--- src/rtl/spi_flash_arbiter.sv ---
// Two-requester arbiter for a shared byte-level SPI flash engine.
// Holds chip select for a whole multi-byte transaction and enforces setup/gap timing.
module spi_flash_arbiter #(
    parameter int CS_SETUP = 2,
    parameter int CS_GAP   = 4
) (
    input  logic        clk_i,
    input  logic        reset_i,
    input  logic [1:0]  req_i,
    input  logic [1:0]  start_i,
    input  logic [15:0] wdata_i,
    output logic [1:0]  grant_o,
    output logic [7:0]  rdata_o,
    output logic [1:0]  done_o,
    output logic [1:0]  busy_o,
    output logic        eng_start_o,
    output logic [7:0]  eng_data_o,
    input  logic [7:0]  eng_data_i,
    input  logic        eng_done_i,
    input  logic        eng_busy_i,
    output logic        flash_csb_o
);

    typedef enum logic [2:0] {
        S_IDLE,
        S_SETUP,
        S_OWNED,
        S_DRAIN,
        S_GAP
    } state_t;

    localparam logic [3:0] SETUP_LAST = 4'(CS_SETUP - 1);
    localparam logic [3:0] GAP_LAST   = 4'(CS_GAP - 1);

    state_t      r_state, w_state_nxt;
    logic [1:0]  r_grant, w_grant_nxt;
    logic        r_last, w_last_nxt;
    logic [3:0]  r_cnt, w_cnt_nxt;
    logic        r_inflight, w_inflight_nxt;
    logic [7:0]  r_rdata, w_rdata_nxt;
    logic [1:0]  r_done, w_done_nxt;

    logic [1:0]  w_pick;
    logic        w_owner_req;
    logic        w_owner_start;
    logic        w_accept;
    logic        w_capture;

    // r_last = 1 means requester 1 owned the bus last, so requester 0 wins a tie.
    always_comb begin
        w_pick = req_i;
        if (req_i == 2'b11) begin
            w_pick = r_last ? 2'b01 : 2'b10;
        end
    end

    assign w_owner_req   = |(req_i & r_grant);
    assign w_owner_start = |(start_i & r_grant);
    assign w_accept      = (r_state == S_OWNED) && w_owner_req && w_owner_start &&
                           !eng_busy_i && !r_inflight;
    assign w_capture     = r_inflight && eng_done_i;

    always_ff @(posedge clk_i or negedge reset_i) begin
        if (!reset_i) begin
            r_state    <= S_IDLE;
            r_grant    <= 2'b00;
            r_last     <= 1'b1;
            r_cnt      <= 4'd0;
            r_inflight <= 1'b0;
            r_rdata    <= 8'd0;
            r_done     <= 2'b00;
        end else begin
            r_state    <= w_state_nxt;
            r_grant    <= w_grant_nxt;
            r_last     <= w_last_nxt;
            r_cnt      <= w_cnt_nxt;
            r_inflight <= w_inflight_nxt;
            r_rdata    <= w_rdata_nxt;
            r_done     <= w_done_nxt;
        end
    end

    always_comb begin
        w_state_nxt    = r_state;
        w_grant_nxt    = r_grant;
        w_last_nxt     = r_last;
        w_cnt_nxt      = r_cnt;
        w_inflight_nxt = r_inflight;
        w_rdata_nxt    = r_rdata;
        w_done_nxt     = 2'b00;

        if (w_capture) begin
            w_rdata_nxt    = eng_data_i;
            w_done_nxt     = r_grant;
            w_inflight_nxt = 1'b0;
        end
        if (w_accept) begin
            w_inflight_nxt = 1'b1;
        end

        case (r_state)
            S_IDLE: begin
                if (|req_i) begin
                    w_grant_nxt = w_pick;
                    w_last_nxt  = w_pick[1];
                    w_cnt_nxt   = 4'd0;
                    w_state_nxt = S_SETUP;
                end
            end
            S_SETUP: begin
                if (r_cnt == SETUP_LAST) begin
                    w_cnt_nxt   = 4'd0;
                    w_state_nxt = S_OWNED;
                end else begin
                    w_cnt_nxt = r_cnt + 4'd1;
                end
            end
            S_OWNED: begin
                if (!w_owner_req) begin
                    if (r_inflight && !eng_done_i) begin
                        w_state_nxt = S_DRAIN;
                    end else begin
                        w_grant_nxt = 2'b00;
                        w_cnt_nxt   = 4'd0;
                        w_state_nxt = S_GAP;
                    end
                end
            end
            S_DRAIN: begin
                if (w_capture || !r_inflight) begin
                    w_grant_nxt = 2'b00;
                    w_cnt_nxt   = 4'd0;
                    w_state_nxt = S_GAP;
                end
            end
            S_GAP: begin
                // A request waiting at gap end is granted directly, so chip select
                // stays high for exactly CS_GAP cycles between owners.
                if (r_cnt == GAP_LAST) begin
                    w_cnt_nxt = 4'd0;
                    if (|req_i) begin
                        w_grant_nxt = w_pick;
                        w_last_nxt  = w_pick[1];
                        w_state_nxt = S_SETUP;
                    end else begin
                        w_state_nxt = S_IDLE;
                    end
                end else begin
                    w_cnt_nxt = r_cnt + 4'd1;
                end
            end
            default: begin
                w_grant_nxt = 2'b00;
                w_state_nxt = S_IDLE;
            end
        endcase
    end

    always_comb begin
        eng_data_o = 8'd0;
        if (r_grant[0]) begin
            eng_data_o = wdata_i[7:0];
        end else if (r_grant[1]) begin
            eng_data_o = wdata_i[15:8];
        end
    end

    assign eng_start_o = w_accept;
    assign grant_o     = r_grant;
    assign rdata_o     = r_rdata;
    assign done_o      = r_done;
    assign busy_o      = ~(r_grant & {2{(r_state == S_OWNED) && !r_inflight}});
    assign flash_csb_o = (r_state == S_IDLE) || (r_state == S_GAP);

endmodule

--- config.mk ---
export PLATFORM = sky130hd
export DESIGN_NAME = spi_flash_arbiter
export DESIGN_NICKNAME = d
export VERILOG_FILES = /design/src/rtl/spi_flash_arbiter.sv
export SDC_FILE = /design/constraint.sdc
export NUM_CORES = 1
export LEC_CHECK = 0
export BUFFER_PORTS_ARGS = -buffer_cell sky130_fd_sc_hd__buf_2
export CAP_MARGIN = 10
export CORE_MARGIN = 5
export CORE_UTILIZATION = 41
export CTS_BUF_LIST = sky130_fd_sc_hd__clkbuf_16
export DETAILED_ROUTE_END_ITERATION = 8
export PLACE_DENSITY_LB_ADDON = 0.2
export SYNTH_ARGS = -nofsm -noshare
export SYNTH_HDL_FRONTEND = slang
export SYNTH_SLANG_ARGS = --single-unit
--- constraint.sdc ---
create_clock -name clk_i -period 1.5 [get_ports clk_i]
set_input_delay 0.225 -clock clk_i [delete_from_list [all_inputs] [get_ports clk_i]]
set_output_delay 0.225 -clock clk_i [all_outputs]
set_load 0.01 [all_outputs]
==> results of run 1 <==
==> worst reg2reg max path: cells and delay by family (launching register included) <==
family / cells / cell delay (ps)
and+or+nand+nor: 3 / 730
DFF: 1 / 370
adders and majority gates: 1 / 190
muxes: 1 / 320
==> synthesized netlist by cell type, drive strengths merged (3+ instances only) <==
library cell and n:
a21oi 3, mux2 10, o21ai 4, or3b 3, a22o 10, inv 3
nand2 6, dfrtp 20, nor2b 4, nor3b 3, and3 4, nor2 5
clkbuf 3
==> per-stage QoR <==
step / total power [mW] / hold WS (ps) / std cells
floorplan: 1.609 / -70.59 / 103
global placement: 2.173 / 201.9 / 209
detailed placement: 2.229 / 210.3 / 209
CTS: 3.053 / 204.7 / 216
global route: 3.400 / 211.3 / 221
finish: 3.196 / 203.3 / 221
==> cell families (layout without fill, tap and decap cells) <==
family | count (synthesis) | in the layout | share of synthesized area, %
and+or+nand+nor | 34 | 34 | 17.87
AOI/OAI and AO/OA | 29 | 29 | 21.16
DFF | 21 | 21 | 46.16
muxes | 10 | 10 | 9.869
buffers and inverters | 6 | 93 | 1.974
adders and majority gates | 2 | 2 | 2.193
xor gates and xnor gates | 1 | 1 | 0.7677
==> registers in the layout, summed over array words and instances (netlist names) <==
register and flops:
rdata_o 8, r_cnt 4, r_state 3, done_o 2
grant_o 2, r_inflight 1, r_last 1
==> power by group through the flow <==
stage / Clock (mW) / Sequential (mW) / Combinational, mW
after floorplan: 0 / 0.872 / 0.737
after global placement: 0 / 0.816 / 1.36
after detailed placement: 0 / 0.830 / 1.40
after CTS: 0.570 / 0.837 / 1.65
after global routing: 0.599 / 0.872 / 1.93
final: 0.562 / 0.850 / 1.78
==> cells in the final DEF, fill, tap and decap left out, drive strengths merged, types with 2 or more instances in the layout <==
master	instances
clkbuf	3
o21ai	4
a31oi	2
nor2	5
a21oi	3
nor2b	4
nand2b	2
and3	4
dfrtp	20
a22o	10
nor3b	3
ha	2
buf	85
mux2	10
inv	3
or3b	3
nand2	6
==> final timing paths <==
kind / depth (start not counted) / to / slack, ps
worst max-delay path: 5 / grant_o[1] / -230
min in group asynchronous: 2 / done_o[0] / 460
worst min register to register: 1 / rdata_o[6] / 500
max in group asynchronous: 2 / r_state[1] / 680
worst max register to register: 5 / grant_o[1] / -230
worst min-delay path: 2 / rdata_o[5] / 200
==> area by class of cell <==
| cell class | count | area (um2) |
|---|---|---|
| Fill cell | 209 | 824.5 |
| Inverter | 3 | 11.26 |
| Timing Repair Buffer | 86 | 543.0 |
| Sequential cell | 21 | 529.3 |
| Clock inverter | 1 | 5.005 |
| Tap cell | 31 | 38.79 |
| Clock buffer | 3 | 75.07 |
| Multi-Input combinational cell | 76 | 683.2 |
==> routing by layer <==
metal / vias up / global-route usage (%) / routed length [um]
met5: - / 0 / 0
li1: 558 / - / -
met4: 0 / 5.570 / 39
met3: 4 / 2.698 / 151
met2: 27 / 28.37 / 1719
met1: 542 / 21.01 / 1387
==> what timing repair did <==
action / 4_1_cts / 5_1_grt
pin swaps: 6 / 8
endpoints found under the hold margin: 20 / 0
setup buffers: 2 / 5
hold buffers: 1 / 0
resized for setup: 20 / 7
endpoints found under the setup margin: 21 / 21
==> impl_results.md, run 1 <==
* Failing checks: setup timing
* Via/cell ratio at 5.118
* Combinational fraction of design power at 55.8%
* Status: finished with violations
* RSZ-0062 raised after global routing: yes
* Data arrival, critical path at 1860 ps
* VDD IR max at 1.235 mV
* Die height at 62.76 um
* Layout net count at 225
* Routed WL at 3297 um
* Tcrit/Tclk final at 115.0%
* # rows at 19
* Syn-to-layout area delta at 65.24%
* Power per cell area at 1695 nW/um2
* Via count at 1131
* Min Tclk post-route at 1725 ps
* Core area at 2710 um2
* Clock Latency Late Sink at 250 ps
* Max Root-Sink Buffers at 2
* Worst-path fanout max at 2
* Worst R2R Start: r_cnt[1]
* Crit-path leading delay family: simple AND/OR/NAND/NOR gates
* Switching Share at 34.93%
* Setup TNS at -1571 ps
* Router iterations before antenna repair at 4
* Critical path buffer and inverter count at 0
* Register area share after synthesis at 46.16%
* Vias in the first global route at 1192
* Largest net degree at the start of global routing at 22
* CP Capture Type: flip-flop
* Post-route worst setup slack at -225.2 ps
* Cell breakdown of the critical path: ha_2, or3b_4, and2_4, nand4b_1, mux2_4
* CTS tree: built
* Clock-pin slew on the worst setup and hold paths at 60 ps
* Clock sinks at 21
* Hold_sp: eng_data_i[5]
* Max_cap viols at 0
* Leakage power at 1.019 nW
* Kind of critical path: reg -> reg
* Synth top area share at 43.86%
* Mapped Avg Cell Area at 11.08 um2
* Switching power at 1.116 mW
* Initial antenna violation count at 0
* Setup crit start: r_cnt[1]
* Post-DRT Antenna Nets at 0
* Clock share of power at 17.6%
* Achievable Freq at 0.5796 GHz
* Gr ovfl total at 0
* Post-DP HPWL at 2346 um
* Routed len/inst at 14.92 um
* Post-synth EDFFs at 0
* First-pass GRT wire length at 5409 um
* Synthesized Nets at 137
* Worst hold-check path type: in -> reg
* DRC viols at 0
* Leading area contributor after synthesis: dfrtp_1
* Final clock skew at 2.360 ps
* Max-slew violation count at 0
* Die W at 62.76 um
* Main synth FF type: dfrtp_1
* CTS Root Cell: clkbuf_16
* I/O pin total at 56
* RePlAce Congestion at 0.8399
* Worst-Margin Slew at 480.3 ps
* Mapped Area at 1141 um2
* Mapped Cells at 103
* Synth area leaders: dfrtp_1 (44%), mux2_2 (8.9%), a22o_1 (6.9%), dfstp_2 (2.3%), or3b_1 (2.3%)
* Post-synthesis register bit count at 21
* # diodes at 0
* Slew headroom at 67.98%
* GRT Total Usage at 16.57%
* Cell internal pwr at 2.080 mW
* IO Port Bufs at 55
* CP startpoint kind: flip-flop
* Post-placement setup slack at -181.0 ps
* Post-layout util at 69.58%
* Post-layout instance area at 1886 um2
* Share of layout cells above drive strength 1 at 62.63%
* Final setup fails at 13
* Critical path's slowest cell: dfrtp_1
* Sequential Power Share at 26.6%
* Starting density of the core at 42.11%
* Final-report hold violation count at 0
* Post-DP Area at 1624 um2
* CTS H-tree lvls at 1
* Crit-path max cell delay at 370 ps
* Die area at 3938 um2
* Number of distinct library cells after synthesis at 40
* Synthesis Warnings at 0
* TritonCTS Buffers at 3
* Initial DRC Count at 34
* Ys async rst share at 100.0%
* Required time worst endpoint at 1640 ps
No activity file was read; power rests on OpenSTA's default activity.
==> inputs of run 2 (changes only) <==
==> constraint.sdc (replaced) <==
create_clock -name clk_i -period 1.4 [get_ports clk_i]
set_input_delay 0.21 -clock clk_i [delete_from_list [all_inputs] [get_ports clk_i]]
set_output_delay 0.21 -clock clk_i [all_outputs]
set_load 0.01 [all_outputs]
==> impl_results.md, run 2 (synthesis gave the netlist of run 1 again) <==
* CTS Root Cell: clkbuf_16
* Cell internal pwr at 2.149 mW (+3.3%)
* Clock Latency Late Sink at 250 ps (about the same)
* Crit-path max cell delay at 380 ps (about the same)
* Slew headroom at 68.34% (+0.36 points)
* Die area at 3938 um2 (unchanged)
* Routed WL at 3074 um (-6.8%)
* Core area at 2710 um2 (unchanged)
* RSZ-0062 raised after global routing: yes
* Post-route worst setup slack at -325.7 ps (-100.5 ps)
* Max reg flops at 8 (unchanged)
* Kind of critical path: reg -> reg
* WP depth at 5 (unchanged)
* Router iterations before antenna repair at 4 (unchanged)
* Layout net count at 225 (unchanged)
* CTS tree: built
* Max-slew violation count at 0 (unchanged)
* Post-layout instance area at 1871 um2 (-0.80%)
* Post-DP Area at 1617 um2 (-0.46%)
* Post-placement setup slack at -311.4 ps (-130.4 ps)
* Failing checks: setup timing
* DRC viols at 0 (unchanged)
* Reg2reg setup slack at -330 ps (-100 ps)
* Initial DRC Count at 31 (-8.8%)
* Clock-pin slew on the worst setup and hold paths at 60 ps (about the same)
* VDD IR max at 1.138 mV (-7.8%)
* Via count at 1150 (+1.7%)
* Share of layout cells above drive strength 1 at 63.68% (+1.1 points)
* Post-DRT Antenna Nets at 0 (unchanged)
* Sequential Power Share at 27.7% (+1.1 points)
* Min Tclk post-route at 1726 ps (+0.4590 ps)
* Initial antenna violation count at 0 (unchanged)
* FF-to-FF End: grant_o[1]
* Final-report hold violation count at 0 (unchanged)
* Hold_ws at 188.6 ps (-14.68 ps)
* Most common cell after layout, fill and taps aside: buf_2
* Combinational fraction of design power at 54.3% (-1.5 points)
* TritonCTS Buffers at 3 (unchanged)
* Setup TNS at -3290 ps (-1718 ps)
* Leakage power at 1.014 nW (-0.46%)
* First-pass GRT wire length at 5119 um (-5.4%)
* RePlAce Congestion at 0.8294 (-1.3%)
* Gr ovfl total at 0 (unchanged)
* Tcrit/Tclk final at 123.3% (+8.2 points)
* Die W at 62.76 um (unchanged)
* Worst r2r path cells at 5 (unchanged)
* Die height at 62.76 um (unchanged)
* Final clock skew at 0.9944 ps (-1.365 ps)
* Clock sinks at 21 (unchanged)
* Power per cell area at 1759 nW/um2 (+3.7%)
* Switching power at 1.141 mW (+2.2%)
* Switching Share at 34.68% (-0.25 points)
* IO Port Bufs at 55 (unchanged)
* Required time worst endpoint at 1540 ps (-100 ps)
* Crit path to: grant_o[1]
* Via/cell ratio at 5.204 (+1.7%)
* Max_cap viols at 0 (unchanged)
* Commonest non-fill, non-tap cells in the layout: buf_2 (55), buf_4 (25), dfrtp_1 (19)
* Routed len/inst at 13.91 um (-6.8%)
* I/O pin total at 56 (unchanged)
* Post-DP HPWL at 2347 um (about the same)
* # diodes at 0 (unchanged)
* Achievable Freq at 0.5795 GHz (about the same)
* Power Total at 3.290 mW (+2.9%)
* Cell breakdown of the critical path: ha_2, or3b_4, and2_4, nand4b_1, mux2_4
* Worst-Margin Slew at 474.9 ps (-5.436 ps)
* Syn-to-layout area delta at 63.93%
* Setup crit start: r_cnt[1]
* Vias in the first global route at 1152 (-3.4%)
* Critical path buffer and inverter count at 0 (unchanged)
* Max Root-Sink Buffers at 2 (unchanged)
* CTS H-tree lvls at 1 (unchanged)
* Worst-path fanout max at 2 (unchanged)
* Worst R2R Start: r_cnt[1]
* Largest net degree at the start of global routing at 22 (unchanged)
* Final setup fails at 20 (+7)
* Crit-path leading delay family: simple AND/OR/NAND/NOR gates
* Status: finished with violations
* CP startpoint kind: flip-flop
* # rows at 19 (unchanged)
* Worst hold-check path type: in -> reg
* Data arrival, critical path at 1860 ps (about the same)
* Starting density of the core at 42.11% (unchanged)
* Clock share of power at 18.0% (+0.4 points)
* CP Capture Type: flip-flop
* GRT Total Usage at 15.77% (-0.81 points)
* Critical path's slowest cell: or3b_4
-- run 2: cell type report --
cell class              count  area [um2]
well taps                  31       38.79
repair buffers             86       529.3
inverters                   3       11.26
clock inverters             1       5.005
multi-input cells          76       683.2
fillers                   199       839.6
flip-flops and latches     21       528.0
clock buffers               3       75.07
-- run 2: worst min-delay path by stage --
stage / from / slack, ps / endpoint / cells after the start
final: eng_data_i[0] / 190 / rdata_o[0] / 2
after global routing: eng_data_i[1] / 190 / rdata_o[1] / 2
after global placement: reset_i / 190 / done_o[0] / 1
after floorplan: reset_i / -90 / done_o[0] / 0
after CTS: eng_data_i[4] / 190 / rdata_o[4] / 2
after detailed placement: reset_i / 200 / grant_o[1] / 1
-- run 2: stage by stage --
stage               util (%)  instances
finish                 69.02        221
global route           69.02        221
CTS                    66.90        218
detailed placement     59.65        208
global placement       59.65        208
floorplan                  -        103
-- run 2: worst register-to-register path: stages (launching register included) --
cell and delay, ps:
dfrtp_1 360, ha_2 170, or3b_4 380, and2_4 150, nand4b_1 230, mux2_4 330
-- run 2: routing by layer --
metal  vias up  wire (um)  GRT usage (%)
met5         -          0              0
met4         0         32          6.631
met3         6        212          4.676
met2        33       1612          27.20
met1       553       1216          17.93
li1        558          -              -
-- run 2: repair_timing --
item                                    CTS  global route
hold buffers                              1             0
endpoints found under the setup margin   20            22
resized for setup                        15             9
pin swaps                                10             5
buffers inserted                          5             3
endpoints found under the hold margin    20             0
-- run 2: power by group through the flow --
| stage | Sequential, mW | Combinational, mW | Clock [mW] |
|---|---|---|---|
| 6_report | 0.913 | 1.78 | 0.592 |
| 5_1_grt | 0.934 | 1.93 | 0.641 |
| 4_1_cts | 0.896 | 1.68 | 0.614 |
| 3_5_place_dp | 0.895 | 1.45 | 0 |
| 3_3_place_gp | 0.886 | 1.41 | 0 |
| 2_1_floorplan | 0.934 | 0.790 | 0 |
